### src/rtl/calc_controller.sv
// Two-operand BCD calculator controller: power toggle, add/sub/mult, double-dabble.
// Optional CALC_LEADING_ZERO_BLANK_EN blanks leading zeros of soma/mult results.
module calc_controller (
  input  logic       clk,
  input  logic       rst,
  input  logic [6:0] numero0,
  input  logic [6:0] numero1,
  input  logic       btn_on,
  input  logic       btn_soma,
  input  logic       btn_sub,
  input  logic       btn_mult,
  output logic [2:0] ea,
  output logic [3:0] dec0,
  output logic [3:0] uni0,
  output logic [3:0] dec1,
  output logic [3:0] uni1,
  output logic [3:0] milR,
  output logic [3:0] cenR,
  output logic [3:0] decR,
  output logic [3:0] uniR,
  output logic       busy,
  output logic       done
);
  typedef enum logic [2:0] {
    S_OFF, S_IDLE, S_CALC, S_CONV, S_SHOW
  } state_t;

  localparam logic [3:0] BLANK = 4'd10;
  localparam logic [3:0] MINUS = 4'd11;

  state_t state, nxt;
  logic on_q, soma_q, sub_q, mult_q;
  logic on_r, soma_r, sub_r, mult_r, op_go;
  logic [2:0] op, op_sel;
  logic [6:0] a, b, a_cl, b_cl;
  logic [13:0] res, res_nxt;
  logic neg, show_go;
  logic [3:0] cnt;
  logic [29:0] sr, sr_adj, dd_nxt;
  logic [3:0] m, c, d, u;
  logic [3:0] pm, pc, pd, pu;

  function automatic logic [3:0] tens(input logic [6:0] v);
    logic [6:0] q;
    q = v / 7'd10;
    return q[3:0];
  endfunction

  function automatic logic [3:0] ones(input logic [6:0] v);
    logic [6:0] q;
    q = v % 7'd10;
    return q[3:0];
  endfunction

  assign on_r   = btn_on & ~on_q;
  assign soma_r = btn_soma & ~soma_q;
  assign sub_r  = btn_sub & ~sub_q;
  assign mult_r = btn_mult & ~mult_q;
  assign op_go  = soma_r | sub_r | mult_r;

  assign a_cl = (numero0 > 7'd99) ? 7'd99 : numero0;
  assign b_cl = (numero1 > 7'd99) ? 7'd99 : numero1;

  assign busy    = (state == S_CALC) || (state == S_CONV);
  assign show_go = (state == S_CONV) && (nxt == S_SHOW);

  always_comb begin
    op_sel = 3'd4;
    if (soma_r)     op_sel = 3'd2;
    else if (sub_r) op_sel = 3'd3;
  end

  always_comb begin
    ea = op;
    if (state == S_OFF)       ea = 3'd0;
    else if (state == S_IDLE) ea = 3'd1;
  end

  always_ff @(posedge clk) begin
    if (rst) state <= S_OFF;
    else     state <= nxt;
  end

  always_comb begin
    nxt = state;
    unique case (state)
      S_OFF:
        if (on_r) nxt = S_IDLE;
      S_IDLE, S_SHOW:
        if (on_r)       nxt = S_OFF;
        else if (op_go) nxt = S_CALC;
      S_CALC:
        if (on_r) nxt = S_OFF;
        else if (op != 3'd4 || cnt == 4'd6) nxt = S_CONV;
      S_CONV:
        if (on_r) nxt = S_OFF;
        else if (cnt == 4'd13) nxt = S_SHOW;
      default: nxt = S_OFF;
    endcase
  end

  // mult adds a<<i for each set bit i of b, one bit per cycle
  always_comb begin
    res_nxt = res;
    if (op == 3'd2)
      res_nxt = {7'd0, a} + {7'd0, b};
    else if (op == 3'd3)
      res_nxt = (a < b) ? {7'd0, b - a} : {7'd0, a - b};
    else if (b[cnt[2:0]])
      res_nxt = res + ({7'd0, a} << cnt[2:0]);
  end

  always_comb begin
    sr_adj = sr;
    for (int i = 0; i < 4; i++)
      if (sr[14+4*i +: 4] >= 4'd5)
        sr_adj[14+4*i +: 4] = sr[14+4*i +: 4] + 4'd3;
    dd_nxt = {sr_adj[28:0], 1'b0};
  end

  assign m = dd_nxt[29:26];
  assign c = dd_nxt[25:22];
  assign d = dd_nxt[21:18];
  assign u = dd_nxt[17:14];

  always_comb begin
    pm = m;
    pc = c;
    pd = d;
    pu = u;
    if (op == 3'd2) begin
      pm = BLANK;
`ifdef CALC_LEADING_ZERO_BLANK_EN
      if (c == 4'd0) begin
        pc = BLANK;
        if (d == 4'd0) pd = BLANK;
      end
`endif
    end else if (op == 3'd3) begin
      pm = BLANK;
      pc = neg ? MINUS : BLANK;
    end else begin
`ifdef CALC_LEADING_ZERO_BLANK_EN
      if (m == 4'd0) pm = BLANK;
      if (m == 4'd0 && c == 4'd0) pc = BLANK;
      if (m == 4'd0 && c == 4'd0 && d == 4'd0) pd = BLANK;
`endif
    end
  end

  // button levels load during reset too, so a held button yields no rise
  always_ff @(posedge clk) begin
    on_q   <= btn_on;
    soma_q <= btn_soma;
    sub_q  <= btn_sub;
    mult_q <= btn_mult;
  end

  always_ff @(posedge clk) begin
    if (rst) begin
      op   <= 3'd0;
      a    <= 7'd0;
      b    <= 7'd0;
      res  <= 14'd0;
      neg  <= 1'b0;
      cnt  <= 4'd0;
      sr   <= 30'd0;
      done <= 1'b0;
      dec0 <= BLANK;
      uni0 <= BLANK;
      dec1 <= BLANK;
      uni1 <= BLANK;
      milR <= BLANK;
      cenR <= BLANK;
      decR <= BLANK;
      uniR <= BLANK;
    end else begin
      done <= show_go;
      if (state == S_OFF || nxt == S_OFF) begin
        dec0 <= BLANK;
        uni0 <= BLANK;
        dec1 <= BLANK;
        uni1 <= BLANK;
      end else begin
        dec0 <= tens(a_cl);
        uni0 <= ones(a_cl);
        dec1 <= tens(b_cl);
        uni1 <= ones(b_cl);
      end
      if (nxt == S_OFF) begin
        milR <= BLANK;
        cenR <= BLANK;
        decR <= BLANK;
        uniR <= BLANK;
      end else if (show_go) begin
        milR <= pm;
        cenR <= pc;
        decR <= pd;
        uniR <= pu;
      end
      unique case (state)
        S_IDLE, S_SHOW:
          if (nxt == S_CALC) begin
            op  <= op_sel;
            a   <= a_cl;
            b   <= b_cl;
            res <= 14'd0;
            neg <= 1'b0;
            cnt <= 4'd0;
          end
        S_CALC: begin
          res <= res_nxt;
          cnt <= cnt + 4'd1;
          if (op == 3'd3) neg <= (a < b);
          if (nxt == S_CONV) begin
            sr  <= {16'd0, res_nxt};
            cnt <= 4'd0;
          end
        end
        S_CONV: begin
          sr  <= dd_nxt;
          cnt <= cnt + 4'd1;
        end
        default: ;
      endcase
    end
  end
endmodule
### config.mk
export PLATFORM = sky130hd
export DESIGN_NAME = calc_controller
export DESIGN_NICKNAME = d
export VERILOG_FILES = /design/src/rtl/calc_controller.sv
export SDC_FILE = /design/constraint.sdc
export NUM_CORES = 1
export LEC_CHECK = 0
export CAP_MARGIN = 0
export CORE_MARGIN = 1
export CORE_UTILIZATION = 25
export DETAILED_ROUTE_END_ITERATION = 10
export SYNTH_ARGS = -nofsm -noshare
export SYNTH_HDL_FRONTEND = slang
export SYNTH_SLANG_ARGS = --single-unit
### constraint.sdc
create_clock -name clk -period 4.9 [get_ports clk]
set_clock_uncertainty 0.05 [all_clocks]
set_input_delay 1.225 -clock clk [delete_from_list [all_inputs] [get_ports clk]]
set_output_delay 1.225 -clock clk [all_outputs]
set_load 0.005 [all_outputs]
After elaboration in Yosys (flattened, before gate mapping). Index checks and enable logic that the tools add are counted. Widths: inputs -> output; s select.

Add/subtract/negate cells: 9. Div/mod/pow operators: 4. Magnitude comparators: 8. Equality and inequality tests: 15. Shift operators: 1. Mux-type cells: 39. Bitwise logic cells: 10. Reduce and logical (&&, ||, !) cells: 17.

Operator list (number): $pmux 30 s2 (1); $mux 14 (4); $mux 3 (12); $mux 4 (9); $mux 30 (1); $pmux 14 s2 (1); $mux 7 (3); $eq 3x2->1 const B (6); $ge 4x3->1 const B (4); $add 14x14->14 (1); $div 7x4->7 const B (2); $gt 7x7->1 const B (2); $mod 7x4->7 const B (2); $shl 7x3->14 (1); $sub 7x7->7 (2); $add 4x2->4 const B (3); $pmux 3 s4 (1); $pmux 4 s3 (1); $add 7x7->8 (1); $reduce_and 2->1 (4); $lt 7x7->1 (1); $eq 3x3->1 const B (2); $logic_not 3->1 (2); $reduce_or 2->1 (3); other kinds (20) (34).

Register bits after elaboration: 106. Bits of input ports: 20. Output and inout port bits: 37.

Depth between registers and ports, before layout.
Depth after elaboration: 10. Gate-level depth with buffers: 16. Depth with buffers taken out: 15.

Least setup slack after synthesis. Ideal clock, no wire load.

Path kind: input-to-reg. From: input port numero1[6]. To: register uni1[1]. Setup time: 72 ps. Arrival: 4150 ps. Required time: 4778 ps. Slack: 628 ps. Stages: 15. Buffers on the path: 2. Cells stage by stage: clkbuf_1 > nand2_1 > and2_1 > ha_1 > buf_6 > or2_4 > or2_4 > a311o_1 > or3_1 > and2_4 > ha_1 > inv_1 > a41oi_1 > o21ai_1 > mux2i_1.

Word-level cells in the longest chain between the ends: 3.

Ends and longest elaborated chain: start: declaration (line 7) `input logic [6:0] numero1,`; $gt 7x7->1 (line 62) `assign b_cl = (numero1 > 7'd99) ? 7'd99 : numero1;`; $mux 7 * (line 62); $mod 7x4->7 * (line 51) `q = v % 7'd10;`; end signal: assignment (line 188) `uni1 <= ones(b_cl);`; end: declaration (line 16) `output logic [3:0] uni1,`.

Every way passes the cells marked *; elsewhere a longest branch is shown, timed or not. A chain may end at the register's enable or synchronous reset.

Worst setup path after layout.
From: input port numero0[5]. To: register uni0[2].

Word-level cells in the longest chain between the ends: 3.

Ends and longest elaborated chain: start: declaration (line 6) `input logic [6:0] numero0,`; $gt 7x7->1 (line 61) `assign a_cl = (numero0 > 7'd99) ? 7'd99 : numero0;`; $mux 7 * (line 61); $mod 7x4->7 * (line 51); end signal: assignment (line 186) `uni0 <= ones(a_cl);`; end: declaration (line 14) `output logic [3:0] uni0,`.

Marks and branches as above.

==> results.md <==
* Util after Layout at between 20% and 30%
* Storage element area at between 2000 and 2500 um2
* FP Rows at 62
* Initial antenna violation count at 0
* Type of the most critical hold path: reg2reg
* Place WS at around 0.22 ns
* Io pins at 57
* Worst vdd ir at around 160 uV
* Starting density of the core at around 26%
* Max-cap violations at 0
* Mapped Area at approximately 7300 um2
* CP arrival at 4.57 ns
* First-pass GRT wire length at between 30 and 40 mm
* Async SR Flop Fraction at 0%
* Final Max Slew Viols at 0
* # port buffers at between 50 and 60
* DR pass1 iterations at 5
* # placed instances at 1363
* All-Layer GR Usage at between 10% and 20%
* CTS root buf: clkbuf_16
* Fin crit share at 88.8%
* Nets at roughly 1100
* Slew HR at 24.1%
* Ys Warns at 0
* Routed vias at 7046
* Routability cong. at 0.893
* Setup bufs post-CTS at 0
* Cell count after synthesis at 959
* Startpoint Class: input pin
* Crit Path Class: in2reg
* FF+latch count, synth at around 110
* Maximum clock frequency at about 230 MHz
* # resized after CTS at 0
* Post-synth net total at roughly 1000
* Commonest non-fill, non-tap cell in the layout: dfxtp_1
* Die area at 30100 um2
* Pwr dens at roughly 240 nW/um2
* Post-synth EDFFs at 0
* Commonest cells after routing, fill and taps aside: dfxtp_1 (106), nor2_1 (102), nand2_1 (90), a21oi_1 (83), clkdlybuf4s50_1 (55)
* Placed cell area at a little over 8000 um2
* CTS tree: built
* Die X at about 170 um
* Final WS setup at approximately 0.55 ns
* Final Hold Vio Count at 0
* Total CTS buffers at 9
* Critical Path Fanout Max at 7
* Core Box Area at ~29000 um2
* Share of layout cells above drive strength 1 at roughly 7%
* Worst-Margin Slew at 1.13 ns
* DR WL/cell at about 15 um
* ANT cells at 0
* Routed wire length at just over 20 mm
* Clk buf depth at 2
* Grt ovf at 0
* DIE HEIGHT at approximately 170 um
* Tmin final at about 4.4 ns
* Vias in the first global route at 6695
* Crit path required time at ~5.1 ns
* Area growth, synth to finish at 16.8%
* Status: finished, final reports clean
* Largest net degree at the start of global routing at 64
* Sequential-to-total area share from yosys stat at 28.9%
* Reg clk slew, reported paths at 0.08 ns
* Number of setup violations in the final report at 0
* CTS H-Tree Depth at 3
* Initial DRC count at roughly 440
* TritonCTS Sinks at between 100 and 150
* Layout filler cell count at just over 3000
* Avg Cell Area, Syn at ~7.7 um2
* Post-DRT Antenna Nets at 0
* Final instance area at 8580 um2
* Distinct cell type count after synthesis at slightly below 80
* RSZ-0062 raised after global routing: no
* Non-Filler Instances at roughly 1400
* Multi-input gate area at roughly 4800 um2
* DR vias/cell at around 5.1
* Post-DP HPWL at between 15 and 20 mm
* Static Leak at slightly above 0.003 uW
* Worst setup EP type: flip-flop
* Hold buffer count at cts at 0
* Most used DFF post-synth: dfxtp_1
* Residual DRC count at 0
* TNS Setup at 0 ns
* Skew-Pair Late Insertion Delay at 0.36 ns
[kinds of logic (layout without fill, tap and decap cells)]
kind of cell	Yosys count	after routing	synth area share, %
simple gates	382	382	25.7
compound gates	277	277	24.9
flops	106	106	28.9
buf+inv	100	135	5.37
fa+ha+maj	52	52	9.27
mux	29	29	4.26
xor+xnor	13	13	1.55
[cell usage after synthesis (all sizes together) (7+ instances only)]
cell      n  area (um2)
nor3b    13        97.6
inv      43         161
o21a      7        52.6
a22o      7        61.3
or2      12        80.1
a22oi     9        67.6
mux2      8        90.1
dfxtp   106        2120
buf      14        71.3
and2     14        90.1
a32o      9        90.1
ha       48         601
nor2b    23         144
clkbuf   41         154
o21ai    49         249
nand2b   12        75.1
or3       8        50.1
a21oi    83         415
a211oi   12        90.1
a21o      8        60.1
nand2    90         338
nor2    102         383
nor3     36         180
mux2i    20         200
nand3    36         180
a31oi    17         106
and3      9        56.3
o211ai   17         128
xnor2    10        87.6
[metrics by stage]
step	power [uW]	hold WS, ns
2_1_floorplan	1200	0.395
3_3_place_gp	1330	0.394
3_5_place_dp	1340	0.400
4_1_cts	2040	0.408
5_1_grt	2130	0.431
6_report	2040	0.404
[worst paths after layout]
kind | from | to | slack, ns | depth (start not counted)
setup / recovery | numero0[5] | uni0[2] | 0.55 | 15
hold / removal | cenR[2] | cenR[2] | 0.40 | 2
setup reg to reg | cnt[1] | sr[13] | 1.33 | 10
hold reg to reg | cenR[2] | cenR[2] | 0.40 | 2
[sequential cells by signal, summed over array words and instances, names as in the netlist, 3 cells and up]
signal / flops
state: 3
dec0: 4
decR: 4
cnt: 4
uniR: 4
sr: 30
uni1: 4
b: 7
op: 3
res: 14
cenR: 4
dec1: 4
uni0: 4
milR: 4
a: 7
[routing by layer]
| layer | wire [um] | track usage [%] | up-vias |
|---|---|---|---|
| li1 | - | - | 3540 |
| met1 | 9780 | 17.8 | 3297 |
| met2 | 9030 | 21.7 | 172 |
| met3 | 870 | 2.50 | 37 |
| met4 | 623 | 5.57 | 0 |
| met5 | 0 | 0 | - |
[layout make-up]
class                      instances  area share, %
multi-input combinational        753           56.3
clock inverter                     5          0.452
inverter                          45           1.97
sequential                       106           24.7
timing repair buffer              75           8.14
clock buffer                      10           2.78
tap                              384           5.60
[power breakdown]
group          leakage (uW)  internal (uW)  switching, uW
combinational       0.00209            163            256
clock              0.000141            361            353
sequential         0.000857            878           23.9
[critical path, stage by stage]
cell and delay [ns]:
clkdlybuf4s50_1 0.61, a21oi_1 0.14, ha_1 0.27, or2_2 0.28, a31oi_1 0.23, o211a_1 0.26, o21ai_0 0.10, a21oi_1 0.22
ha_1 0.25, inv_1 0.10, a31oi_1 0.14, a31oi_1 0.10, and4bb_2 0.37, nor2b_1 0.06, a211oi_1 0.22
Power figures use the tool's default switching activity.
